===== src/rtl/cmd_decoder.sv =====
`default_nettype none
// ============================================================================
// Module   : cmd_decoder
// Purpose  : Byte-stream command decoder for short (1-byte) and long
//            (opcode + 4 little-endian argument bytes) commands.
// Revision : 1.0 - initial release
// ============================================================================
module cmd_decoder #(
    parameter int unsigned TIMEOUT_CYCLES = 1000000
) (
    input  logic        clk_i,
    input  logic        rst_in,
    input  logic [7:0]  rx_data_i,
    input  logic        rx_stb_i,
    output logic        soft_reset_o,
    output logic        run_o,
    output logic        id_o,
    output logic        xctrl_o,
    output logic        trg_we_o,
    output logic [1:0]  trg_sel_o,
    output logic [1:0]  trg_stg_o,
    output logic [31:0] trg_data_o,
    output logic [23:0] div_o,
    output logic [15:0] read_cnt_o,
    output logic [15:0] delay_cnt_o,
    output logic [7:0]  flags_o,
    output logic        cfg_upd_o
);

    localparam int unsigned      TMO_W    = $clog2(TIMEOUT_CYCLES + 1);
    localparam logic [TMO_W-1:0] TMO_LAST = TMO_W'(TIMEOUT_CYCLES - 1);

    typedef enum logic [0:0] {
        S_IDLE = 1'b0,
        S_ARG  = 1'b1
    } state_t;

    state_t           state_q, state_d;
    logic [7:0]       opc_q, opc_d;
    logic [23:0]      arg_q, arg_d;
    logic [1:0]       cnt_q, cnt_d;
    logic [TMO_W-1:0] tmo_q, tmo_d;

    logic        soft_q, soft_d, run_q, run_d, id_q, id_d, xctrl_q, xctrl_d;
    logic        trg_we_q, trg_we_d, upd_q, upd_d;
    logic [1:0]  trg_sel_q, trg_sel_d, trg_stg_q, trg_stg_d;
    logic [31:0] trg_data_q, trg_data_d;
    logic [23:0] div_q, div_d;
    logic [15:0] rd_q, rd_d, dl_q, dl_d;
    logic [7:0]  flags_q, flags_d;

    // The 4th argument byte is used straight from the input, not stored.
    logic [31:0] w_arg;
    assign w_arg = {rx_data_i, arg_q};

    always_comb begin
        state_d    = state_q;
        opc_d      = opc_q;
        arg_d      = arg_q;
        cnt_d      = cnt_q;
        tmo_d      = tmo_q;
        soft_d     = 1'b0;
        run_d      = 1'b0;
        id_d       = 1'b0;
        trg_we_d   = 1'b0;
        upd_d      = 1'b0;
        xctrl_d    = xctrl_q;
        trg_sel_d  = trg_sel_q;
        trg_stg_d  = trg_stg_q;
        trg_data_d = trg_data_q;
        div_d      = div_q;
        rd_d       = rd_q;
        dl_d       = dl_q;
        flags_d    = flags_q;

        case (state_q)
            S_IDLE: begin
                if (rx_stb_i) begin
                    if (rx_data_i[7]) begin
                        opc_d   = rx_data_i;
                        cnt_d   = 2'd0;
                        tmo_d   = '0;
                        state_d = S_ARG;
                    end else begin
                        case (rx_data_i)
                            8'h00: begin
                                soft_d  = 1'b1;
                                xctrl_d = 1'b0;
                            end
                            8'h01:   run_d   = 1'b1;
                            8'h02:   id_d    = 1'b1;
                            8'h11:   xctrl_d = 1'b0;
                            8'h13:   xctrl_d = 1'b1;
                            default: ;
                        endcase
                    end
                end
            end
            S_ARG: begin
                if (rx_stb_i) begin
                    tmo_d = '0;
                    if (cnt_q == 2'd3) begin
                        state_d = S_IDLE;
                        cnt_d   = 2'd0;
                        if (opc_q[7:4] == 4'hC && opc_q[1:0] != 2'b11) begin
                            trg_we_d   = 1'b1;
                            trg_stg_d  = opc_q[3:2];
                            trg_sel_d  = opc_q[1:0];
                            trg_data_d = w_arg;
                        end else begin
                            case (opc_q)
                                8'h80: begin
                                    div_d = w_arg[23:0];
                                    upd_d = 1'b1;
                                end
                                8'h81: begin
                                    rd_d  = w_arg[15:0];
                                    dl_d  = w_arg[31:16];
                                    upd_d = 1'b1;
                                end
                                8'h82: begin
                                    flags_d = w_arg[7:0];
                                    upd_d   = 1'b1;
                                end
                                default: ;
                            endcase
                        end
                    end else begin
                        arg_d[{cnt_q, 3'b000} +: 8] = rx_data_i;
                        cnt_d = cnt_q + 2'd1;
                    end
                end else if (tmo_q == TMO_LAST) begin
                    // A byte arriving in this same cycle would have won instead.
                    state_d = S_IDLE;
                    tmo_d   = '0;
                    cnt_d   = 2'd0;
                end else begin
                    tmo_d = tmo_q + TMO_W'(1);
                end
            end
            default: state_d = S_IDLE;
        endcase
    end

    always_ff @(posedge clk_i) begin
        if (!rst_in) begin
            state_q    <= S_IDLE;
            opc_q      <= 8'h00;
            arg_q      <= 24'h0;
            cnt_q      <= 2'd0;
            tmo_q      <= '0;
            soft_q     <= 1'b0;
            run_q      <= 1'b0;
            id_q       <= 1'b0;
            xctrl_q    <= 1'b0;
            trg_we_q   <= 1'b0;
            upd_q      <= 1'b0;
            trg_sel_q  <= 2'd0;
            trg_stg_q  <= 2'd0;
            trg_data_q <= 32'h0;
            div_q      <= 24'h0;
            rd_q       <= 16'h0;
            dl_q       <= 16'h0;
            flags_q    <= 8'h0;
        end else begin
            state_q    <= state_d;
            opc_q      <= opc_d;
            arg_q      <= arg_d;
            cnt_q      <= cnt_d;
            tmo_q      <= tmo_d;
            soft_q     <= soft_d;
            run_q      <= run_d;
            id_q       <= id_d;
            xctrl_q    <= xctrl_d;
            trg_we_q   <= trg_we_d;
            upd_q      <= upd_d;
            trg_sel_q  <= trg_sel_d;
            trg_stg_q  <= trg_stg_d;
            trg_data_q <= trg_data_d;
            div_q      <= div_d;
            rd_q       <= rd_d;
            dl_q       <= dl_d;
            flags_q    <= flags_d;
        end
    end

    assign soft_reset_o = soft_q;
    assign run_o        = run_q;
    assign id_o         = id_q;
    assign xctrl_o      = xctrl_q;
    assign trg_we_o     = trg_we_q;
    assign trg_sel_o    = trg_sel_q;
    assign trg_stg_o    = trg_stg_q;
    assign trg_data_o   = trg_data_q;
    assign div_o        = div_q;
    assign read_cnt_o   = rd_q;
    assign delay_cnt_o  = dl_q;
    assign flags_o      = flags_q;
    assign cfg_upd_o    = upd_q;

endmodule
`default_nettype wire


===== config.mk =====
export PLATFORM = sky130hd
export DESIGN_NAME = cmd_decoder
export DESIGN_NICKNAME = d
export VERILOG_FILES = /design/src/rtl/cmd_decoder.sv
export SDC_FILE = /design/constraint.sdc
export NUM_CORES = 1
export LEC_CHECK = 0
export CAP_MARGIN = 10
export CORE_ASPECT_RATIO = 1.4
export CORE_MARGIN = 2
export CORE_UTILIZATION = 47
export CTS_CLUSTER_SIZE = 40
export DETAILED_ROUTE_END_ITERATION = 12
export MAX_ROUTING_LAYER = met4
export PLACE_DENSITY_LB_ADDON = 0.05
export SLEW_MARGIN = 20
export SYNTH_ARGS = -nofsm -noshare
export SYNTH_HDL_FRONTEND = slang
export SYNTH_SLANG_ARGS = --single-unit

===== constraint.sdc =====
create_clock -name clk_i -period 1.8 [get_ports clk_i]
set_input_delay 0.36 -clock clk_i [delete_from_list [all_inputs] [get_ports clk_i]]
set_output_delay 0.36 -clock clk_i [all_outputs]
set_load 0.02 [all_outputs]

==> run_results.csv <==
group,metric,value,unit
synth,ys_types,54,
sta,tns,0,ps
critical_path,cp-startpoint,"flags_o[6]",
synth,ys_ff_latch,161,
critical_path,r2r_start,"cnt_q[1]",
clocking,cts-root-buf,"clkbuf_16",
synth,synth-async-reset-ratio,0,%
critical_path,r2r_cells,7,
cells_and_area,syn_to_final_growth,35.75,%
critical_path,worstPathArrival,1390,ps
cells_and_area,diodes,0,
sta,finalSetupViolCount,0,
synth,synth_area_leaders,"dfxtp_1 49%, nand2_1 11%, a21boi_1 8.2%",
critical_path,path_class,"flip-flop to output pin",
route,drt_iter0_drc,274,
critical_path,cp_top_family,"buffers and inverters",
pwr,power.density,820.5,nW/um2
synth,yosysTopAreaCellShare,48.73,%
pwr,power_leakage,3.322,nW
clocking,cts_made_buffers,17,
worst_hold_path,hold_depth,3,
sta,fin_crit,1755,ps
route,wire_per_inst,15.89,um
synth,yosysTopAreaCell,"dfxtp_1",
clocking,cts.sinks,161,
sta,relSlewSlack,68.58,%
placement,io_buffers,116,
critical_path,path_cells,"clkdlybuf4s50_1",
critical_path,cp_max_fo,2,
route,via_per_inst,5.267,
run,max_cap_viol_count,0,
critical_path,crit_buf_inv,1,
floorplan,coreArea,13850,um2
cells_and_area,drive_gt1_share,12.62,%
global_routing,grt_pass1_wl,27480,um
sta,hold_violations,0,
floorplan,die_w,104.3,um
route,vias,5731,
route,drcViolationCount,0,
sta,min_period_over_period,97.49,%
floorplan,io_pins,117,
global_routing,grt_overflow,0,
cells_and_area,mostFrequentLayoutCells,"194 x nand2_1, 161 x dfxtp_1, 112 x clkdlybuf4s50_1",
critical_path,crit_required,1440,ps
synth,yosys_warnings,0,
synth,synth_nets,763,
cells_and_area,mostFrequentLayoutCell,"nand2_1",
critical_path,critPathSlowestCell,"clkdlybuf4s50_1",
sta,max_slew.worst_pin.slew,471.2,ps
sta,fmax,0.5698,GHz
worst_hold_path,holdPathEnd,"tmo_q[16]",
sta,skew,15.20,ps
floorplan,initial_core_util,47.76,%
critical_path,endpoint_kind,"output pin",
clocking,clock_latency,420,ps
cells_and_area,n_fill_cell,1199,
synth,seq_area_frac_synth,48.73,%
clocking,hold_buffers,0,
worst_hold_path,hold_path.class,"primary input to flip-flop",
pwr,peakVddDrop,0.6688,mV
synth,syn_avg_cell_area,8.866,um2
sta,rsz0062_at_grt,"yes",
critical_path,cp_slowest_stage_delay,620,ps
clocking,cts.clk_slew.worst_paths,70,ps
placement,dp.final_hpwl,11700,um
clocking,post-cts-setup-buffer-count,0,
pwr,total_power,0.007367,W
clocking,htreeDepth,4,
global_routing,grt_pass1_vias,5577,
status,outcome,"completed",
synth,synth-edff-count,0,
global_routing,antenna_found_initial,0,
clocking,clockBufferDepth,2,
floorplan,die_area,15050,um2
global_routing,grt_max_degree,141,
critical_path,regToRegEndpoint,"read_cnt_o[1]",
sta,slew_violations,0,
floorplan,core.rowCount,51,
critical_path,critPathLaunchType,"flip-flop",
clocking,tritoncts,"built",
cells_and_area,nNetsFinal,907,
synth,synthesis.area,6614,um2
critical_path,ff2ff_setup_slack,90,ps
route,routed_wl,17280,um
floorplan,die_h,144.4,um
placement,finalWeightedCongestion,0.8598,
route,drtAntennaViolNets,0,
synth,netlist_instances,746,
global_routing,grt_util_all_layers,23.42,%
route,drt-pass1-iter-count,5,
synth,yosys_most_used_dff,"dfxtp_1",
worst_hold_path,min-delay-start,"rst_in",
kinds of logic after synthesis:
family | after synthesis | share of synthesized area, %
flip-flops | 161 | 48.73
multiplexers | 35 | 5.297
buffers and inverters | 56 | 3.954
AO/OA/AOI/OAI | 146 | 15.99
adder cells (fa/ha/maj) | 6 | 1.135
XOR/XNOR | 2 | 0.2649
AND/OR/NAND/NOR | 340 | 24.63
area by class of cell:
class	count	area, um2	share of cell area, %
well taps	185	231.5	2.578
multi-input cells	529	3234	36.02
repair buffers	175	1702	18.95
clock inverters	13	122.6	1.366
flip-flops and latches	161	3223	35.90
clock buffers	19	442.9	4.933
inverters	6	22.52	0.2508
worst reg2reg max path, delay by kind of cell (launching register included):
family / cells / cell delay, ps
compound gates: 1 / 60
fa+ha+maj: 1 / 250
buf+inv: 1 / 270
flops: 1 / 340
simple gates: 4 / 690
worst max path at each step:
stage / end / slack [ps] / cells after the start
after floorplan: arg_q[0] / 80 / 5
after detailed placement: id_o / -440 / 6
final: flags_o[6] / 50 / 1
after CTS: flags_o[1] / 20 / 1
after global placement: flags_o[7] / -370 / 7
after global routing: arg_q[6] / -30 / 7
state kept, by name (all words and copies together) (netlist names):
name and count:
tmo_q 20, soft_reset_o 1, run_o 1, id_o 1, xctrl_o 1, div_o 24, flags_o 8, trg_sel_o 2
read_cnt_o 16, arg_q 24, delay_cnt_o 16, opc_q 8, cnt_q 2, trg_data_o 32, cfg_upd_o 1, trg_stg_o 2
state_q 1, trg_we_o 1
layer usage:
metal  routed length, um  GRT usage (%)  up-vias
li1                    -              -     2820
met1                7407          27.19     2737
met2                8744          40.62      145
met3                 743          4.146       29
met4                 388          9.033        0
met5                   0              -        -
synth_stat cells (2+ instances only):
cell and instances:
buf_4 3, a31oi_1 6, a21oi_2 2, and2_0 2, buf_6 3, and2_1 3, a41oi_1 2, a21boi_1 72
nand3b_1 4, nor3b_1 5, nor4b_1 2, nand4_1 6, nor2_1 11, or4b_1 3, and3_1 5, nor2b_1 38
inv_1 6, xor2_1 2, o21ai_1 3, nor4_2 2, ha_1 6, dfxtp_1 161, nand2b_1 4, nand2_1 195
and4_1 3, nor3_1 4, nor4_1 3, o21ai_0 9, a21oi_1 9, nand2_2 2, clkbuf_1 29, buf_2 14
nand3_1 40, mux2i_1 35, a21boi_0 33
power by group:
| part | internal [W] | leakage [nW] | switching (W) |
|---|---|---|---|
| Combinational | 0.000163 | 1.76 | 0.000185 |
| Sequential | 0.00358 | 1.30 | 0.0000250 |
| Clock | 0.00186 | 0.268 | 0.00156 |
| Total | 0.00560 | 3.32 | 0.00177 |
stage by stage:
| stage | cells | util, % | area (um2) | hold slack, ps | setup WS, ps |
|---|---|---|---|---|---|
| after global placement | 1055 | 59.76 | 8275 | 441.3 | -365.6 |
| after floorplan | 746 | - | 6614 | 430.7 | 84.27 |
| final | 1088 | 64.84 | 8979 | 296.2 | 45.10 |
| after global routing | 1088 | 64.84 | 8979 | 303.2 | -27.13 |
| after CTS | 1087 | 64.03 | 8866 | 275.9 | 16.04 |
| after detailed placement | 1055 | 59.76 | 8275 | 445.1 | -435.4 |
what timing repair did:
item,CTS,global route
resized for setup,4,18
endpoints found under the setup margin,11,111
cloned,0,1
pin swaps,0,1
Power figures use the tool's default switching activity.
